File: config.mk
export PLATFORM = sky130hd
export DESIGN_NAME = pos_edge_detector
export DESIGN_NICKNAME = d
export VERILOG_FILES = /design/src/rtl/pos_edge_detector.sv
export SDC_FILE = /design/constraint.sdc
export NUM_CORES = 1
export LEC_CHECK = 0
export ABC_AREA = 1
export CAP_MARGIN = 10
export CORE_AREA = 2 2 39 41
export DETAILED_ROUTE_END_ITERATION = 8
export DIE_AREA = 0 0 41 43
export GPL_TIMING_DRIVEN = 0
export HOLD_SLACK_MARGIN = 0.15
export PLACE_DENSITY = 0.79
export SYNTH_ARGS = -nofsm -noshare
export SYNTH_HDL_FRONTEND = slang
export SYNTH_SLANG_ARGS = --single-unit
export TNS_END_PERCENT = 50
File: constraint.sdc
create_clock -name clk -period 1.8 [get_ports clk]
set_input_delay 0.18 -clock clk [delete_from_list [all_inputs] [get_ports clk]]
set_output_delay 0.18 -clock clk [all_outputs]
set_load 0.005 [all_outputs]
File: src/rtl/pos_edge_detector.sv
// pos_edge_detector: registered rising/falling edge pulses for a level input,
// with an optional input synchronizer and a saturating rising-edge counter.
module pos_edge_detector #(
  parameter int SYNC_STAGES = 0,
  parameter int CNT_W       = 8
) (
  input  logic             clk,
  input  logic             rst,
  input  logic             signal_in,
  output logic             pos_edge,
  output logic             neg_edge,
  output logic [CNT_W-1:0] rise_count
);

  logic s;
  logic prev;
  logic rise;
  logic fall;

  generate
    if (SYNC_STAGES == 0) begin : g_nosync
      assign s = signal_in;
    end else begin : g_sync
      logic [SYNC_STAGES-1:0] sync_q;

      // Shift chain bringing signal_in into the clk domain; s is the last stage.
      always_ff @(posedge clk or posedge rst) begin
        if (rst) begin
          sync_q <= '0;
        end else begin
          sync_q[0] <= signal_in;
          for (int i = 1; i < SYNC_STAGES; i++) begin
            sync_q[i] <= sync_q[i-1];
          end
        end
      end

      assign s = sync_q[SYNC_STAGES-1];
    end
  endgenerate

  assign rise = s & ~prev;
  assign fall = ~s & prev;

  // Previous-sample register and registered edge pulses.
  always_ff @(posedge clk or posedge rst) begin
    if (rst) begin
      prev     <= 1'b0;
      pos_edge <= 1'b0;
      neg_edge <= 1'b0;
    end else begin
      prev     <= s;
      pos_edge <= rise;
      neg_edge <= fall;
    end
  end

  // Rising-edge counter; holds at all-ones rather than wrapping.
  always_ff @(posedge clk or posedge rst) begin
    if (rst) begin
      rise_count <= '0;
    end else if (rise && (rise_count != {CNT_W{1'b1}})) begin
      rise_count <= rise_count + CNT_W'(1);
    end
  end

endmodule

==> flow_metrics.py <==
metrics = {
    "setup_path": {
        "critPathTopFamily": "buffers and inverters",
        "start_kind": "register",
        "cp.arrival_ps": 1260,
        "crit_path_top_delay_cell": "clkdlybuf4s50_1",
        "reg2reg_slack_ps": 520,
        "r2r_end": "rise_count[3]$_DFFE_PP0P_",
        "cp.required_ps": 1620,
        "critical_path.max_stage_delay_ps": 540,
        "path_class": "register to output pin",
        "r2r_cells": 7,
        "critPathMaxFanout": 6,
        "cp_cell_sequence": "clkdlybuf4s50_1",
        "reg2reg_from": "rise_count[0]$_DFFE_PP0P_",
        "critPathBufInv": 1,
        "critPathCaptureType": "output pin",
        "cp-startpoint": "rise_count[2]$_DFFE_PP0P_",
    },
    "placed_design": {
        "hpwl_um": 770,
        "io_buffers": 12,
        "gp_congestion": 0.732,
    },
    "logic_synthesis": {
        "ys_seq_area_share_pct": 47.4,
        "syn_area_um2": 581,
        "synth_top_cell_area_share_pct": 47.4,
        "synth.distinct_cells": 20,
        "syn-num-nets": 76,
        "ys_warn_count": 0,
        "ys_seq_elements": 11,
        "synth_area_leaders": "dfrtp_1 (47%), nand2_1 (16%), inv_1 (7.1%)",
        "syn_area_per_cell_um2": 8.06,
        "syn_inst": 72,
        "synth_area_leader_cell": "dfrtp_1",
    },
    "global_route": {
        "grt_pass1_wl_um": 1720,
        "grt_max_degree": 12,
        "grt_util_all_layers_pct": 14.9,
        "overflow": 0,
        "grt_pass1_vias": 427,
        "antenna_found_initial": 0,
    },
    "clocking": {
        "cts_resized": 0,
        "clk_pin_slew_ps": 60,
        "cts_hold_buf": 0,
        "clockRootBuffer": "clkbuf_4",
        "htree_levels": 1,
        "postCtsSetupBuffers": 0,
        "clock-sinks": 11,
        "cts_made_buffers": 3,
        "clk_latency_ps": 270,
        "clock_path_buffers": 2,
        "cts_tree": "yes",
    },
    "timing": {
        "setup_tns_ps": 0,
        "fin_crit_ps": 1440,
        "max_freq_mhz": 696,
        "whs_ps": 205,
        "finalCritPeriodShare_pct": 79.8,
        "setup-violations-final": 0,
        "slew_viol_final": 0,
        "hold_violations": 0,
        "worstMarginPinSlew_ps": 415,
        "slew_headroom_pct": 72.3,
        "clock_skew_ps": 1.60,
        "rsz0062_at_grt": "no",
    },
    "cells_and_area": {
        "final_layout_size_suffix_gt1_share_pct": 13.6,
        "fillCellCount": 138,
        "antenna_cells": 0,
        "ff_latch_area_um2": 275,
        "multi_input_area_um2": 253,
        "layout.nets": 93,
        "areaGrowthSynthToFinish_pct": 28.7,
    },
    "die": {
        "start_util_pct": 42.0,
        "core_area_mm2": 0.00138,
        "dieHeight_um": 43,
        "die_x_um": 41,
        "io_pins": 13,
        "rows": 14,
        "die_area_mm2": 0.00176,
    },
    "power": {
        "ir_worst_vdd_mv": 0.568,
        "seq_power_share_pct": 47.0,
        "power.internal_uw": 533,
        "switching_share_pct": 33.0,
        "p_comb_share_pct": 32.5,
        "p_leak_uw": 0.000377,
        "clkPwrFrac_pct": 20.5,
        "net-switching-power_uw": 263,
        "powerDensity_mw_per_mm2": 1070,
        "power.total_uw": 796,
    },
    "route": {
        "drt-initial-drc-count": 3,
        "drt-total-wl_um": 997,
        "wl_per_cell_um": 9.59,
        "vias_per_cell": 4.53,
        "vias": 471,
        "post-route-drc-count": 0,
        "ant_nets": 0,
        "dr.pass1.iters": 3,
    },
    "outcome": {
        "status": "finished clean",
    },
    "min_path": {
        "hp-class": "input pin to asynchronous set/reset pin",
    },
    "run": {
        "drv_cap": 0,
    },
}
## worst reg2reg max path, stage by stage (launching register included)
cell and delay [ps]:
dfrtp_1 420, ha_1 260, nand3_2 110, clkinv_2 70, nand2_4 100, nand2_1 60
nor2_1 100, nor2_1 50
## cells in the mapped netlist, drive strengths merged
library cell and n:
nor2 9, a21oi 1, inv 12, nand2 27, dfrtp 11, xnor2 1, ha 1, o21ai 4
nand3 4, clkinv 1, nand4 1
## registers in the layout, indices dropped and copies added (netlist names)
signal and cells:
neg_edge 1, pos_edge 1, rise_count 8, prev 1
## final cells by class
class	instances	area share, %
well taps	16	2.68
flip-flops and latches	11	36.9
clock buffers	4	3.52
repair buffers	12	16.1
inverters	13	7.04
multi-input cells	48	33.8
## cell usage in the layout, fill, tap and decap left out
master,instances
nand3_1,3
clkdlybuf4s50_1,12
nor2_2,1
inv_4,1
clkbuf_1,1
nor2_1,7
nand2_2,1
a21oi_1,1
nand2_8,1
ha_1,1
o21ai_0,2
nand4_1,1
xnor2_1,1
inv_1,11
dfrtp_1,11
nand3_2,1
nand2_4,1
clkinv_2,1
nand2_1,24
clkbuf_4,3
o21ai_1,1
o21ai_2,1
nor2_4,1
## per-stage QoR
step / worst slack [ps] / util [%] / area [um^2] / instances
5_1_grt: 301 / 54.0 / 747 / 104
6_report: 364 / 54.0 / 747 / 104
4_1_cts: 356 / 54.0 / 747 / 104
3_3_place_gp: 416 / 52.1 / 721 / 100
2_1_floorplan: 595 / - / 581 / 72
3_5_place_dp: 417 / 52.1 / 721 / 100
## power by group through the flow
stage	Clock (uW)	Combinational, uW	Sequential (uW)
finish	163	259	374
global route	189	292	385
CTS	170	263	375
detailed placement	0	262	380
global placement	0	255	375
floorplan	0	132	370
## kinds of logic (layout without fill, tap and decap cells)
logic type	Yosys count	after routing	synth area share (%)
and+or+nand+nor	41	41	34.9
buffers and inverters	13	29	9.05
DFF	11	11	47.4
AOI/OAI and AO/OA	5	5	4.96
adders and majority gates	1	1	2.15
xor gates and xnor gates	1	1	1.51
## per-layer routing
metal | part of all wire (%) | wire length, um | global-route usage, % | vias up
met2 | 46 | 463 | 21.3 | 12
met4 | 3.1 | 31 | 10.0 | 0
met3 | 6.0 | 60 | 3.14 | 5
met5 | 0 | 0 | 0 | -
li1 | - | - | - | 252
met1 | 44 | 441 | 19.1 | 202
## worst max path at each step
stage | to | slack, ps | cells after the start
2_1_floorplan | rise_count[2]$_DFFE_PP0P_ | 590 | 7
3_3_place_gp | rise_count[6]$_DFFE_PP0P_ | 420 | 6
3_5_place_dp | rise_count[6]$_DFFE_PP0P_ | 420 | 6
4_1_cts | rise_count[2] | 360 | 1
5_1_grt | rise_count[2] | 300 | 1
6_report | rise_count[2] | 360 | 1
No activity file was read; power rests on OpenSTA's default activity.
